`src/rtl/gpr_wb_sched.sv`:
```
// Register-file write-back scheduler: EX2 writes pass straight through, while load and
// MUL/DIV results queue in a small FIFO that drains whenever the write port is free.
module gpr_wb_sched #(
  parameter int          DEPTH  = 4,
  parameter int          STARVE = 4,
  parameter logic [5:0]  ZZR_ID = 6'h3F
) (
  input  logic                     clock,
  input  logic                     reset,
  input  logic                     hold,
  input  logic [5:0]               exIdRn,
  input  logic [63:0]              exValRn,
  input  logic                     ldValid,
  output logic                     ldReady,
  input  logic [5:0]               ldIdRn,
  input  logic [63:0]              ldValRn,
  input  logic                     mdValid,
  output logic                     mdReady,
  input  logic [5:0]               mdIdRn,
  input  logic [63:0]              mdValRn,
  input  logic [5:0]               regIdRs,
  input  logic [5:0]               regIdRt,
  input  logic [5:0]               regIdRm,
  output logic [5:0]               wbIdRn,
  output logic [63:0]              wbValRn,
  output logic                     holdOut,
  output logic [$clog2(DEPTH):0]   qCount
);

  localparam logic [5:0] IMM_ID = 6'h3E;
  localparam int AW = $clog2(DEPTH);
  localparam int CW = $clog2(STARVE + 1);

  logic [DEPTH-1:0] ent_valid;
  logic [DEPTH-1:0] ent_live;
  logic [5:0]       ent_id  [DEPTH];
  logic [63:0]      ent_val [DEPTH];
  logic [AW-1:0]    head;
  logic [AW-1:0]    tail;
  logic [AW:0]      count;
  logic [CW-1:0]    starve_cnt;

  logic        run;
  logic        nonempty;
  logic        head_live;
  logic        starve;
  logic        hazard;
  logic        ex_go;
  logic        deq;
  logic        enq;
  logic        blocked;
  logic        ld_fire;
  logic        md_fire;
  logic [5:0]  enq_id;
  logic [63:0] enq_val;
  logic        rs_chk;
  logic        rt_chk;
  logic        rm_chk;

  assign qCount = count;

  always_comb begin
    run       = reset & ~hold;
    nonempty  = (count != '0);
    head_live = ent_valid[head] & ent_live[head];
    starve    = (starve_cnt >= CW'(STARVE));

    rs_chk = (regIdRs != ZZR_ID) && (regIdRs != IMM_ID);
    rt_chk = (regIdRt != ZZR_ID) && (regIdRt != IMM_ID);
    rm_chk = (regIdRm != ZZR_ID) && (regIdRm != IMM_ID);
    hazard = 1'b0;
    for (int unsigned i = 0; i < DEPTH; i++) begin
      if (ent_valid[AW'(i)] && ent_live[AW'(i)] &&
          ((rs_chk && ent_id[AW'(i)] == regIdRs) ||
           (rt_chk && ent_id[AW'(i)] == regIdRt) ||
           (rm_chk && ent_id[AW'(i)] == regIdRm)))
        hazard = 1'b1;
    end
    holdOut = starve | hazard;

    ex_go   = run && (exIdRn != ZZR_ID) && !holdOut;
    // A dead head never needs the port, so it retires even while EX2 writes.
    deq     = run && nonempty && (!head_live || !ex_go);
    blocked = run && nonempty && head_live && ex_go;

    ldReady = run && (count < (AW+1)'(DEPTH));
    mdReady = ldReady & ~ldValid;
    ld_fire = ldValid & ldReady;
    md_fire = mdValid & mdReady;
    enq_id  = ld_fire ? ldIdRn  : mdIdRn;
    enq_val = ld_fire ? ldValRn : mdValRn;
    enq     = (ld_fire && ldIdRn != ZZR_ID) || (md_fire && mdIdRn != ZZR_ID);

    wbIdRn  = ZZR_ID;
    wbValRn = '0;
    if (ex_go) begin
      wbIdRn  = exIdRn;
      wbValRn = exValRn;
    end else if (deq && head_live) begin
      wbIdRn  = ent_id[head];
      wbValRn = ent_val[head];
    end
  end

  always_ff @(posedge clock or negedge reset) begin
    if (!reset) begin
      ent_valid  <= '0;
      ent_live   <= '0;
      head       <= '0;
      tail       <= '0;
      count      <= '0;
      starve_cnt <= '0;
      for (int unsigned i = 0; i < DEPTH; i++) begin
        ent_id[AW'(i)]  <= ZZR_ID;
        ent_val[AW'(i)] <= '0;
      end
    end else if (run) begin
      // Kill pass runs before the enqueue write so a same-cycle newcomer stays live.
      if (ex_go) begin
        for (int unsigned i = 0; i < DEPTH; i++) begin
          if (ent_valid[AW'(i)] && ent_id[AW'(i)] == exIdRn)
            ent_live[AW'(i)] <= 1'b0;
        end
      end
      if (deq) begin
        ent_valid[head] <= 1'b0;
        ent_live[head]  <= 1'b0;
        head            <= head + AW'(1);
      end
      if (enq) begin
        ent_valid[tail] <= 1'b1;
        ent_live[tail]  <= 1'b1;
        ent_id[tail]    <= enq_id;
        ent_val[tail]   <= enq_val;
        tail            <= tail + AW'(1);
      end
      count <= count + (AW+1)'(enq) - (AW+1)'(deq);

      if (deq || !nonempty)
        starve_cnt <= '0;
      else if (blocked && !starve)
        starve_cnt <= starve_cnt + CW'(1);
    end
  end

endmodule

```
`config.mk`:
```
export PLATFORM = sky130hd
export DESIGN_NAME = gpr_wb_sched
export DESIGN_NICKNAME = d
export VERILOG_FILES = /design/src/rtl/gpr_wb_sched.sv
export SDC_FILE = /design/constraint.sdc
export NUM_CORES = 1
export LEC_CHECK = 0
export CAP_MARGIN = 0
export CORE_UTILIZATION = 47
export DETAILED_ROUTE_END_ITERATION = 7
export GPL_TIMING_DRIVEN = 0
export PLACE_DENSITY = 0.75
export SLEW_MARGIN = 20
export SYNTH_ARGS = -nofsm -noshare
export SYNTH_HDL_FRONTEND = slang
export SYNTH_SLANG_ARGS = --single-unit
```
`constraint.sdc`:
```
create_clock -name clock -period 4.1 [get_ports clock]
set_input_delay 1.23 -clock clock [delete_from_list [all_inputs] [get_ports clock]]
set_output_delay 1.23 -clock clock [all_outputs]
set_load 0.005 [all_outputs]
```
# Word-level counts from Yosys, hierarchy flattened
# Index checks and enable logic that the tools add are counted.
# Widths: inputs -> output; s select.
dict set report classes {
  n_mux 44
  add_sub_neg 5
  reduce_logical 62
  order_cmp 9
  bitwise 15
  n_eq_ne 25
}
# op count
set ops {}
lappend ops {{$mux 64} 6}
lappend ops {{$bwmux 256} 1}
lappend ops {{$bmux 64 s2} 1}
lappend ops {{$demux 64 s2} 1}
lappend ops {{$eq 6x6->1} 16}
lappend ops {{$ne 6x6->1 const B} 9}
lappend ops {{$logic_and 1x1->1} 41}
lappend ops {{$mux 6} 6}
lappend ops {{$mux 4} 8}
lappend ops {{$bwmux 24} 1}
lappend ops {{$bmux 6 s2} 1}
lappend ops {{$demux 6 s2} 1}
lappend ops {{$mux 1} 12}
lappend ops {{$logic_or 1x1->1} 11}
lappend ops {{$ge 3x3->1 const B} 3}
lappend ops {{$and 4x4->4} 2}
lappend ops {{$or 4x4->4} 2}
lappend ops {{$lt 2x3->1 const B} 2}
lappend ops {{$mux 3} 2}
lappend ops {{$not 2->3} 2}
lappend ops {{$reduce_and 2->1} 3}
lappend ops {{$and 1x1->1} 5}
lappend ops {{$logic_not 1->1} 5}
lappend ops {{$add 2x1->2 const B} 2}
lappend ops {{13 further kinds} 17}
dict set report word_totals {
  regBits 298
  wordCells 174
}

# Depth between registers and ports, before layout
# Gate-level depths: netlist of run 1.
dict set report logic_depth {
  ltp_word 20
  mapped_depth 16
  mapped_depth_nobuf 14
}

# Worst setup path before layout of run 1
# No wires, ideal clock.
dict set report synth_path {
  path_kind {input to output}
  startpoint {input regIdRt[3]}
  endpoint {output wbIdRn[0]}
  required_ps 2870
  cell_stages 11
  slack_ps -89
  t_arrival_ps 2959
  cell_sequence {buf_2 > nand3_1 > nor2_1 > nor4_1 > o311ai_1 > and4_1 > buf_2 > inv_2 > o211ai_2 > buf_6 > o32a_1}
}
dict set report synth_between {
  elab_chain_cells 19
  elab_cells_between_ends 36
  classes_between {eq/ne: 6; mux: 6; bitwise: 1; reduce/logical: 23}
}
# item line
set synth_rtl {}
lappend synth_rtl {{from (decl)} 22} ;# input logic [5:0] regIdRt,
lappend synth_rtl {{$ne 6x6->1} 69} ;# rt_chk = (regIdRt != ZZR_ID) && (regIdRt != IMM_ID);
lappend synth_rtl {{$logic_and 1x1->1} 69}
lappend synth_rtl {{$logic_and 1x1->1} 75} ;# (rt_chk && ent_id[AW'(i)] == regIdRt) ||
lappend synth_rtl {{$logic_or 1x1->1} 74} ;# ((rs_chk && ent_id[AW'(i)] == regIdRs) ||
lappend synth_rtl {{$logic_or 1x1->1} 75}
lappend synth_rtl {{$logic_and 1x1->1} 73} ;# if (ent_valid[AW'(i)] && ent_live[AW'(i)] &&
lappend synth_rtl {{$mux 1 (3 in a row)} 73}
lappend synth_rtl {{$mux 1 (*)} 73}
lappend synth_rtl {{$or 1x1->1 (*)} 79} ;# holdOut = starve | hazard;
lappend synth_rtl {{$logic_not 1->1 (*)} 81} ;# ex_go = run && (exIdRn != ZZR_ID) && !holdOut;
lappend synth_rtl {{$logic_and 1x1->1 (*)} 81}
lappend synth_rtl {{$logic_not 1->1} 83} ;# deq = run && nonempty && (!head_live || !ex_go);
lappend synth_rtl {{$logic_or 1x1->1} 83}
lappend synth_rtl {{$logic_and 1x1->1} 83}
lappend synth_rtl {{$logic_and 1x1->1} 99} ;# end else if (deq && head_live) begin
lappend synth_rtl {{$mux 6} 99}
lappend synth_rtl {{$mux 6 (*)} 96} ;# if (ex_go) begin
lappend synth_rtl {{to (decl)} 24} ;# output logic [5:0] wbIdRn,
# Mark *: on every way between the ends. The rest lies on a longest branch, timed or not.

# Final worst setup path of run 1
dict set report layout_path {
  startpoint {input regIdRt[2]}
  endpoint {output wbValRn[60]}
}
dict set report layout_between {
  elab_chain_cells 19
  elab_cells_between_ends 36
  classes_between {eq/ne: 6; mux: 6; bitwise: 1; reduce/logical: 23}
}
# item line
set layout_rtl {}
lappend layout_rtl {{$ne 6x6->1} 69}
lappend layout_rtl {{$logic_and 1x1->1} 69}
lappend layout_rtl {{$logic_and 1x1->1} 75}
lappend layout_rtl {{$logic_or 1x1->1} 74}
lappend layout_rtl {{$logic_or 1x1->1} 75}
lappend layout_rtl {{$logic_and 1x1->1} 73}
lappend layout_rtl {{$mux 1 (3 in a row)} 73}
lappend layout_rtl {{$mux 1 (*)} 73}
lappend layout_rtl {{$or 1x1->1 (*)} 79}
lappend layout_rtl {{$logic_not 1->1 (*)} 81}
lappend layout_rtl {{$logic_and 1x1->1 (*)} 81}
lappend layout_rtl {{$logic_not 1->1} 83}
lappend layout_rtl {{$logic_or 1x1->1} 83}
lappend layout_rtl {{$logic_and 1x1->1} 83}
lappend layout_rtl {{$logic_and 1x1->1} 99}
lappend layout_rtl {{$mux 64} 99}
lappend layout_rtl {{$mux 64 (*)} 96}
lappend layout_rtl {{to (decl)} 25} ;# output logic [63:0] wbValRn,
# Marks and branches as above.

==> results of run 1 <==
[synthesized netlist by cell type, drive strengths merged, types with 3 or more instances]
| master | number | area (µm²) |
|---|---|---|
| nand2 | 18 | 67.6 |
| nor3 | 3 | 15.0 |
| o32a | 6 | 60.1 |
| xnor2 | 69 | 604 |
| or4 | 3 | 22.5 |
| dfstp | 24 | 631 |
| ha | 12 | 150 |
| mux4 | 70 | 1580 |
| clkbuf | 79 | 299 |
| inv | 81 | 304 |
| mux2i | 70 | 701 |
| a31oi | 7 | 43.8 |
| and3 | 6 | 37.5 |
| nor4 | 10 | 62.6 |
| xor2 | 31 | 272 |
| nor2 | 287 | 1080 |
| and2 | 3 | 18.8 |
| dfrtp | 274 | 6860 |
| o311ai | 3 | 26.3 |
| nand4 | 18 | 113 |
| nand3 | 4 | 20.0 |
| a21oi | 284 | 1420 |
| buf | 73 | 369 |
| o211ai | 3 | 27.5 |
| o31ai | 3 | 22.5 |
| o21ai | 12 | 60.1 |
| o2bb2ai | 64 | 561 |
[power by group through the flow]
stage,combinational [mW],clock [mW],sequential (mW)
3_5_place_dp,6.03,0,5.31
4_1_cts,6.28,2.86,5.30
2_1_floorplan,4.28,0,5.06
3_3_place_gp,5.85,0,5.23
6_report,6.57,2.84,5.36
5_1_grt,7.12,2.97,5.52
[worst max-delay path: cells and delay by family]
family / cells / cell delay, ps
compound gates: 2 / 430
simple gates: 5 / 830
buf+inv: 6 / 820
[through the flow]
step                hold WS (ps)  instances  power (mW)  setup slack [ps]   TNS, ps
finish                       526       2336        14.8              -452    -28150
detailed placement           515       2260        11.3             -1670   -223270
global route                 539       2336        15.6              -506    -32870
CTS                          529       2330        14.4              -453    -29130
global placement             500       2257        11.1            -12340  -7214560
floorplan                    470       1530        9.34              1.81         0
[registers in the layout, summed over array words and instances (netlist names)]
name / cells
head: 2
ent_valid: 4
ent_id: 24
tail: 2
qCount: 3
ent_live: 4
starve_cnt: 3
ent_val: 256
[worst max-delay path by stage]
stage / start / to / slack [ps] / cells after the start
detailed placement: regIdRm[0] / wbValRn[60] / -1670 / 12
CTS: regIdRs[1] / wbValRn[56] / -450 / 14
finish: regIdRt[2] / wbValRn[60] / -450 / 13
floorplan: regIdRm[2] / wbIdRn[0] / 2 / 11
global placement: reset / wbValRn[39] / -12340 / 8
global route: regIdRs[5] / wbValRn[46] / -510 / 13
[layout make-up]
cell class              instances  area [µm²]
fillers                      2526       11300
repair buffers                313        3030
inverters                      81         309
clock inverters                16         179
plain buffers                 146         935
clock buffers                  41         843
flip-flops and latches        298        7490
multi-input cells             999        7880
well taps                     442         553
[timing repair]
action	4_1_cts	5_1_grt
endpoints found under the setup margin	73	201
setup buffers	15	4
gates cloned	2	5
resized for setup	427	89
pin swaps	49	26
[cells by family (layout without fill, tap and decap cells)]
family | Yosys count | after routing | synth area share, %
xor+xnor | 100 | 100 | 5.64
flops | 298 | 298 | 48.2
compound gates | 387 | 387 | 14.5
simple gates | 358 | 358 | 9.56
fa+ha+maj | 13 | 13 | 1.09
buf+inv | 233 | 597 | 6.26
mux | 141 | 141 | 14.7
[per-layer routing]
metal / vias up / routed length [µm] / track usage, %
met5: - / 0 / 0
met4: 0 / 1620 / 10.0
met3: 110 / 4210 / 3.90
met2: 792 / 25200 / 50.5
met1: 6699 / 19500 / 39.0
li1: 5988 / - / -
==> results by group, run 1 <==
Die
  – Die X: 184 µm
  – Core area: 32500 µm²
  – Ports: 309
  – Initial core utilization: 47.8%
  – Die footprint: 33800 µm²
  – Core Rows: 66
  – Die H: 184 µm

STA
  – Rel. slew slack: 46.7%
  – Final setup violation count: 71
  – Period Utilization, post-route: 111%
  – Setup Skew: 18.7 ps
  – Worst-margin pin slew: 799 ps
  – Final hold violation count: 0
  – Final min period: 4550 ps
  – Fmax: 220 MHz
  – RSZ-0062 raised after global routing: true
  – Fin worst setup slack: -452 ps
  – Final slew viol count: 0

Critical path
  – Kind of critical path: input port to primary output
  – CP required: 2870 ps
  – FF-to-FF End: qCount[2]$_DFFE_PN0P_
  – Worst Path Arrival: 3320 ps
  – Crit-path most repeated cell: buf_6
  – Reg2Reg Depth: 16
  – Setup crit start kind: input port
  – Reg-to-reg setup timing slack: 220 ps
  – Max FO, Critical Path: 7
  – Crit path cell chain: buf_6 > nand3_2 > nor2_4 > nor4_1 > o311ai_1 > and4_4 > clkinv_4 > buf_6 > nor2_4 > buf_12 > clkbuf_16 > o2bb2ai_2 > buf_6
  – Max incr delay on CP: 310 ps
  – Worst R2R Start: ent_id[15]$_DFFE_PN1P_
  – Critical-path top delay cell: o311ai_1
  – Crit path capture type: primary output

Clocking
  – Htree depth: 1
  – Worst-Skew Late Latency: 570 ps
  – Clock transition at the registers of the reported paths: 60 ps
  – CTS Root Cell: clkbuf_16
  – CTS tree: yes
  – Longest Clk Path Bufs: 3
  – Num CTS Buffers: 31
  – Hold_buf cts: 0
  – CTS sink cnt: 298

Worst hold path
  – Hold Path Cell Cnt: 2
  – Worst hold path startpoint: ent_val[86]$_DFFE_PN0P_
  – HP Class: register to register
  – Hold EP: ent_val[86]$_DFFE_PN0P_

Pwr
  – Sw frac: 37.1%
  – Clk pwr share: 19.2%
  – Power share of the sequential group: 36.3%
  – Sw power: 5.49 mW
  – Comb pwr share: 44.5%
  – Pwr dens: 697 nW/µm²
  – Leak pwr: 8.75 nW
  – Peak supply drop: 0.000444 V
  – P_int: 9.29 mW

Place
  – IO buf count: 285
  – DP Area: 19100 µm²
  – Hpwl dp: 35.1 mm
  – Routability congestion estimate: 0.920

Drt
  – Drt initial violations: 1311
  – Via count: 13600
  – WL per Instance: 21.6 µm
  – Post-DRT Antenna Nets: 0
  – Routed WL: 50.5 mm
  – First-pass DRT Iterations: 6
  – Remaining DRCs: 0
  – Via/cell ratio: 5.82

Finish
  – Final Cell Area: 21200 µm²
  – Post-layout net count: 2116
  – Most frequent cells in the layout: a21oi_1, nor2_1, dfrtp_1
  – Fin util: 65.2%
  – Layout cells sized above 1: 21.3%
  – Commonest non-fill, non-tap cell in the layout: a21oi_1
  – Syn-to-layout area delta: 36.5%
  – Antenna Diode Count: 0

Yosys
  – YS warnings: 0
  – Ys flop type: dfrtp_1
  – Register area share after synthesis: 48.2%
  – Post-synth EDFFs: 0
  – Synth Cell Area: 15500 µm²
  – Seq cells post-synth: 298
  – Syn nets: 1776
  – Count of different cell masters after synthesis: 44
  – Syn avg cell area: 10.2 µm²
  – Post-Syn Instances: 1530
  – Async SR Flop Fraction: 100%

Global route
  – Antenna violations before repair: 0
  – GRT Util Overall: 29.6%
  – Largest net degree at the start of global routing: 97
  – Vias in the first global route: 13800
  – First-pass GRT wire length: 76.7 mm
  – GR Overflow Total: 0

Outcome
  – Failing checks: setup timing
  – Result of the run: finished, violations left

Job
  – Max_cap viols: 0
No activity file was read; power rests on OpenSTA's default activity.
==> run 2: changes to the inputs <==
--- a/config.mk
+++ b/config.mk
@@ -5,9 +5,10 @@
 export SDC_FILE = /design/constraint.sdc
 export NUM_CORES = 1
 export LEC_CHECK = 0
-export CAP_MARGIN = 0
+export CAP_MARGIN = 10
 export CORE_UTILIZATION = 47
 export DETAILED_ROUTE_END_ITERATION = 7
+export GPL_ROUTABILITY_DRIVEN = 0
 export GPL_TIMING_DRIVEN = 0
 export PLACE_DENSITY = 0.75
 export SLEW_MARGIN = 20
==> results by group, run 2 (same netlist as run 1, synthesis figures left out) <==
STA
  – Rel. slew slack: 40.4%
  – Setup Skew: 29.1 ps
  – Setup TNS: -29650 ps
  – Fin worst setup slack: -466 ps
  – Final slew viol count: 0
  – Fmax: 219 MHz
  – Period Utilization, post-route: 111%
  – Worst-margin pin slew: 895 ps
  – Final min period: 4570 ps
  – Hold Slack: 494 ps
  – Final setup violation count: 71
  – Final hold violation count: 0
  – RSZ-0062 raised after global routing: true

Outcome
  – Result of the run: finished, violations left
  – Failing checks: setup timing

Finish
  – Most flop-heavy register: ent_val
  – Layout cells sized above 1: 21.8%
  – Post-layout net count: 2108
  – Max reg flops: 256
  – FILL cells: 2462
  – Commonest non-fill, non-tap cell in the layout: a21oi_1
  – Syn-to-layout area delta: 37.3%
  – Biggest regs: ent_val (256), ent_id (24)
  – Antenna Diode Count: 0
  – Final cell count without fillers: 2328
  – Most frequent cells in the layout: a21oi_1, nor2_1, dfrtp_1

Die
  – Ports: 309
  – Core Rows: 66
  – Core area: 32500 µm²
  – Die H: 184 µm
  – Die X: 184 µm
  – Initial core utilization: 47.8%
  – Die footprint: 33800 µm²

Clocking
  – Worst-Skew Late Latency: 580 ps
  – Num CTS Buffers: 30
  – CTS Root Cell: clkbuf_16
  – CTS sink cnt: 298
  – Hold_buf cts: 0
  – Clock transition at the registers of the reported paths: 60 ps
  – CTS tree: yes
  – Htree depth: 1
  – Longest Clk Path Bufs: 3

Drt
  – WL per Instance: 22.5 µm
  – Via count: 13900
  – Remaining DRCs: 0
  – Drt initial violations: 1342
  – First-pass DRT Iterations: 6
  – Post-DRT Antenna Nets: 0
  – Routed WL: 52.4 mm
  – Via/cell ratio: 5.95

Place
  – Hpwl dp: 35.1 mm
  – Placed insts: 2260
  – IO buf count: 285

Global route
  – Vias in the first global route: 14300
  – Largest net degree at the start of global routing: 95
  – GR Overflow Total: 0
  – GRT Util Overall: 30.4%
  – Antenna violations before repair: 0
  – First-pass GRT wire length: 79.0 mm

Pwr
  – Leak pwr: 8.76 nW
  – Pwr dens: 710 nW/µm²
  – Peak supply drop: 0.000537 V

Critical path
  – Setup crit start kind: input port
  – Crit path capture type: primary output
  – Worst Path Arrival: 3340 ps
  – Kind of critical path: input port to primary output
  – CP required: 2870 ps
  – Max FO, Critical Path: 8

Worst hold path
  – HP Class: input port to asynchronous set/reset pin

Job
  – Max_cap viols: 0
==> run 2: cell count changes in the layout (fill, tap and decap cells not counted), moves of 4 or more <==
cell,previous run,this run
clkdlybuf4s15_2,1,8
xnor2_2,13,21
bufinv_16,3,7
clkbuf_2,9,5
clkbuf_16,36,32
buf_2,94,86
o2bb2ai_1,10,6
o2bb2ai_2,38,43
clkbuf_1,81,77
clkdlybuf4s15_1,0,5
xnor2_1,55,48
buf_6,15,20
buf_12,20,12
==> run 2: per-stage QoR <==
| step | setup WS (ps) | util, % | instance area [µm²] | power (mW) |
|---|---|---|---|---|
| 3_3_place_gp | -12260 | 58.3 | 19000 | 11.1 |
| 6_report | -466 | 65.6 | 21300 | 15.1 |
| 5_1_grt | -502 | 65.6 | 21300 | 15.9 |
| 3_5_place_dp | -1760 | 58.6 | 19100 | 11.4 |
| 2_1_floorplan | 1.81 | - | 15600 | 9.34 |
| 4_1_cts | -412 | 64.4 | 21000 | 14.8 |
==> run 2: final timing paths <==
check	startpoint	end	slack, ps	depth (start not counted)
worst max-delay path	regIdRm[5]	wbIdRn[2]	-470	13
worst min-delay path	reset	ent_val[159]$_DFFE_PN0P_	490	1
worst max register to register	ent_id[5]$_DFFE_PN1P_	qCount[2]$_DFFE_PN0P_	190	16
worst min register to register	ent_val[15]$_DFFE_PN0P_	ent_val[15]$_DFFE_PN0P_	520	2
max in group asynchronous	reset	ent_id[3]$_DFFE_PN1P_	2450	3
min in group clock	ent_val[15]$_DFFE_PN0P_	ent_val[15]$_DFFE_PN0P_	520	2
==> run 2: worst max-delay path, cell delays in order <==
cell	delay, ps
buf_6	120
xnor2_1	230
nand4_1	200
nor4_4	270
o311ai_2	160
and4_4	230
inv_6	70
o211ai_4	80
buf_12	180
buf_12	140
buf_6	110
o32a_1	160
buf_2	140
==> run 2: report_power, final <==
group / internal (mW) / total [mW] / switching [mW]
sequential: 4.51 / 5.44 / 0.931
combinational: 3.12 / 6.64 / 3.52
clock: 1.86 / 3.07 / 1.20
==> run 2: repair_timing <==
item,CTS,global route
resized for setup,424,83
gates cloned,4,2
pin swaps,32,40
setup buffers,15,4
endpoints found under the setup margin,195,177
==> run 2: final cells by class <==
type / count / area (µm²) / share of cell area [%]
Clock buffer: 37 / 817 / 3.83
Sequential cell: 298 / 7490 / 35.1
Tap cell: 442 / 553 / 2.59
Multi-Input combinational cell: 999 / 8000 / 37.5
Clock inverter: 19 / 307 / 1.44
Buffer: 140 / 848 / 3.97
Inverter: 81 / 309 / 1.45
Timing Repair Buffer: 312 / 3030 / 14.2
==> run 2: per-layer routing <==
layer | up-vias | track usage (%) | share of wire (%)
li1 | 5965 | - | -
met1 | 6904 | 37.7 | 37
met2 | 811 | 51.8 | 49
met3 | 178 | 5.49 | 8.7
met4 | 0 | 13.9 | 4.7
met5 | - | 0 | 0
==> run 3: changes to the inputs <==
--- a/config.mk
+++ b/config.mk
@@ -6,10 +6,10 @@
 export NUM_CORES = 1
 export LEC_CHECK = 0
 export CAP_MARGIN = 10
+export CORE_MARGIN = 1.5
 export CORE_UTILIZATION = 47
 export DETAILED_ROUTE_END_ITERATION = 7
 export GPL_ROUTABILITY_DRIVEN = 0
-export GPL_TIMING_DRIVEN = 0
 export PLACE_DENSITY = 0.75
 export SLEW_MARGIN = 20
 export SYNTH_ARGS = -nofsm -noshare
==> results by group, run 3 (same netlist as run 1, synthesis figures left out) <==
Outcome
  – Failing checks: setup timing
  – Result of the run: finished, violations left

STA
  – Final hold violation count: 0
  – RSZ-0062 raised after global routing: true
  – Period Utilization, post-route: 116%
  – Hold Slack: 522 ps
  – Fmax: 211 MHz
  – Final min period: 4740 ps
  – Rel. slew slack: 37.1%
  – Fin worst setup slack: -639 ps
  – Final setup violation count: 71
  – Worst-margin pin slew: 943 ps
  – Final slew viol count: 0
  – Setup Skew: 11.7 ps
  – Setup TNS: -37810 ps

Drt
  – First-pass DRT Iterations: 5
  – Drt initial violations: 1123
  – Remaining DRCs: 0
  – Post-DRT Antenna Nets: 0
  – Via count: 12900
  – WL per Instance: 20.2 µm
  – Routed WL: 46.2 mm
  – Via/cell ratio: 5.66

Clocking
  – Hold_buf cts: 0
  – CTS tree: yes
  – Num CTS Buffers: 30
  – Longest Clk Path Bufs: 3
  – Htree depth: 1
  – Worst-Skew Late Latency: 550 ps
  – CTS Root Cell: clkbuf_16
  – CTS sink cnt: 298
  – Clock transition at the registers of the reported paths: 60 ps

Global route
  – Met2 global-route usage: 43.8%
  – Met3 Resource Use GR: 4.07%
  – Largest net degree at the start of global routing: 164
  – GRT Util Overall: 25.7%
  – Antenna violations before repair: 1
  – GR Overflow Total: 0
  – GRT busiest layer: met2
  – Vias in the first global route: 12800
  – First-pass GRT wire length: 68.7 mm
  – Routing usage on met1: 33.7%

Finish
  – Commonest non-fill, non-tap cell in the layout: a21oi_1
  – Antenna Diode Count: 0
  – FILL cells: 2544
  – Most flop-heavy register: ent_val
  – Biggest regs: ent_val (256), ent_id (24)
  – Sequential cell area: 7490 µm²
  – Syn-to-layout area delta: 35.5%
  – Max reg flops: 256
  – Post-layout net count: 2068
  – Multi-input logic area: 7700 µm²
  – Layout cells sized above 1: 22.0%
  – Most frequent cells in the layout: a21oi_1, nor2_1, dfrtp_1
  – Final cell count without fillers: 2282

Critical path
  – Worst R2R Start: ent_id[15]$_DFFE_PN1P_
  – CP required: 2870 ps
  – Crit path cell chain: buf_4 > buf_6 > xnor2_2 > nand4_1 > nor4_2 > o311ai_1 > and4_4 > inv_4 > o211ai_4 > buf_12 > buf_12 > buf_12 > o2bb2ai_2 > clkbuf_2
  – Critical Path Source: regIdRm[5]
  – Setup crit end: wbValRn[41]
  – Crit path capture type: primary output
  – Kind of critical path: input port to primary output
  – Number of buffers and inverters on the critical path: 7
  – Crit-path most repeated cell: buf_12
  – Reg2Reg Depth: 15
  – Critical-path top delay cell: nor4_2
  – Reg-to-reg setup timing slack: 550 ps
  – Setup crit start kind: input port
  – Worst path depth: 14
  – Crit-path leading delay family: buffers and inverters
  – Worst Path Arrival: 3510 ps
  – Max FO, Critical Path: 8
  – FF-to-FF End: qCount[2]$_DFFE_PN0P_
  – Max incr delay on CP: 380 ps

Die
  – Die H: 185 µm
  – Die X: 185 µm
  – Ports: 309
  – Die footprint: 34200 µm²
  – Core Rows: 66
  – Core area: 32500 µm²
  – Initial core utilization: 47.8%

Job
  – Max_cap viols: 0

Place
  – IO buf count: 308
  – Hpwl dp: 29.3 mm
  – Placed insts: 2194

Pwr
  – Pwr dens: 682 nW/µm²
  – Peak supply drop: 0.000358 V
  – Leak pwr: 8.75 nW

Worst hold path
  – HP Class: register to register
## run 3: cell count changes in the layout (fill, tap and decap cells not counted), sizes merged, moves of 3 or more
cell and change:
dlygate4sd2 +9, clkdlybuf4s50 +6, clkbuf -52, buf +17, bufinv -6, clkdlybuf4s15 -13
clkinv -3
## run 3: layer usage
metal,share of wire (%),wire (µm)
met5,0,0
met4,3.1,1420
met3,7.3,3370
met2,49,22800
met1,40,18600
## run 3: metrics by stage
stage	setup slack, ps	total power, mW	utilization [%]	cell area [µm²]
floorplan	1.81	9.34	-	15600
global placement	-1210	11.0	59.2	19300
detailed placement	-1210	11.3	59.2	19300
CTS	-571	14.0	62.8	20400
global route	-721	15.3	64.7	21100
finish	-639	14.4	64.7	21100
## run 3: layout make-up
class	instances	share of cell area [%]
timing repair buffer	412	19.4
inverter	81	1.46
tap	442	2.63
clock buffer	42	4.02
sequential	298	35.6
clock inverter	8	0.309
multi-input combinational	999	36.6
## run 3: how the worst min path moves through the flow
stage                              start                         to  cells after the start
2_1_floorplan  starve_cnt[2]$_DFFE_PN0P_  starve_cnt[1]$_DFFE_PN0P_                      1
3_5_place_dp     ent_val[69]$_DFFE_PN0P_    ent_val[69]$_DFFE_PN0P_                      2
6_report        ent_val[113]$_DFFE_PN0P_   ent_val[113]$_DFFE_PN0P_                      2
3_3_place_gp     ent_val[85]$_DFFE_PN0P_    ent_val[85]$_DFFE_PN0P_                      2
5_1_grt          ent_val[77]$_DFFE_PN0P_    ent_val[77]$_DFFE_PN0P_                      2
4_1_cts          ent_val[77]$_DFFE_PN0P_    ent_val[77]$_DFFE_PN0P_                      2
## run 3: worst min-delay path: stages, from the launching register on
cell	delay [ps]
dfrtp_1	330
nor2_1	50
a21oi_1	100
## run 3: power by group
group	switching, mW	total (mW)	internal (mW)
Sequential	1.23	5.76	4.54
Combinational	2.88	6.01	3.13
Clock	1.10	2.58	1.48
Total	5.21	14.4	9.15
## run 3: repair_timing
item / in CTS / in global routing
endpoints found under the setup margin: 71 / 71
gates resized for setup: 272 / 175
gates cloned: 3 / 9
buffers inserted: 12 / 18
pin swaps: 32 / 44
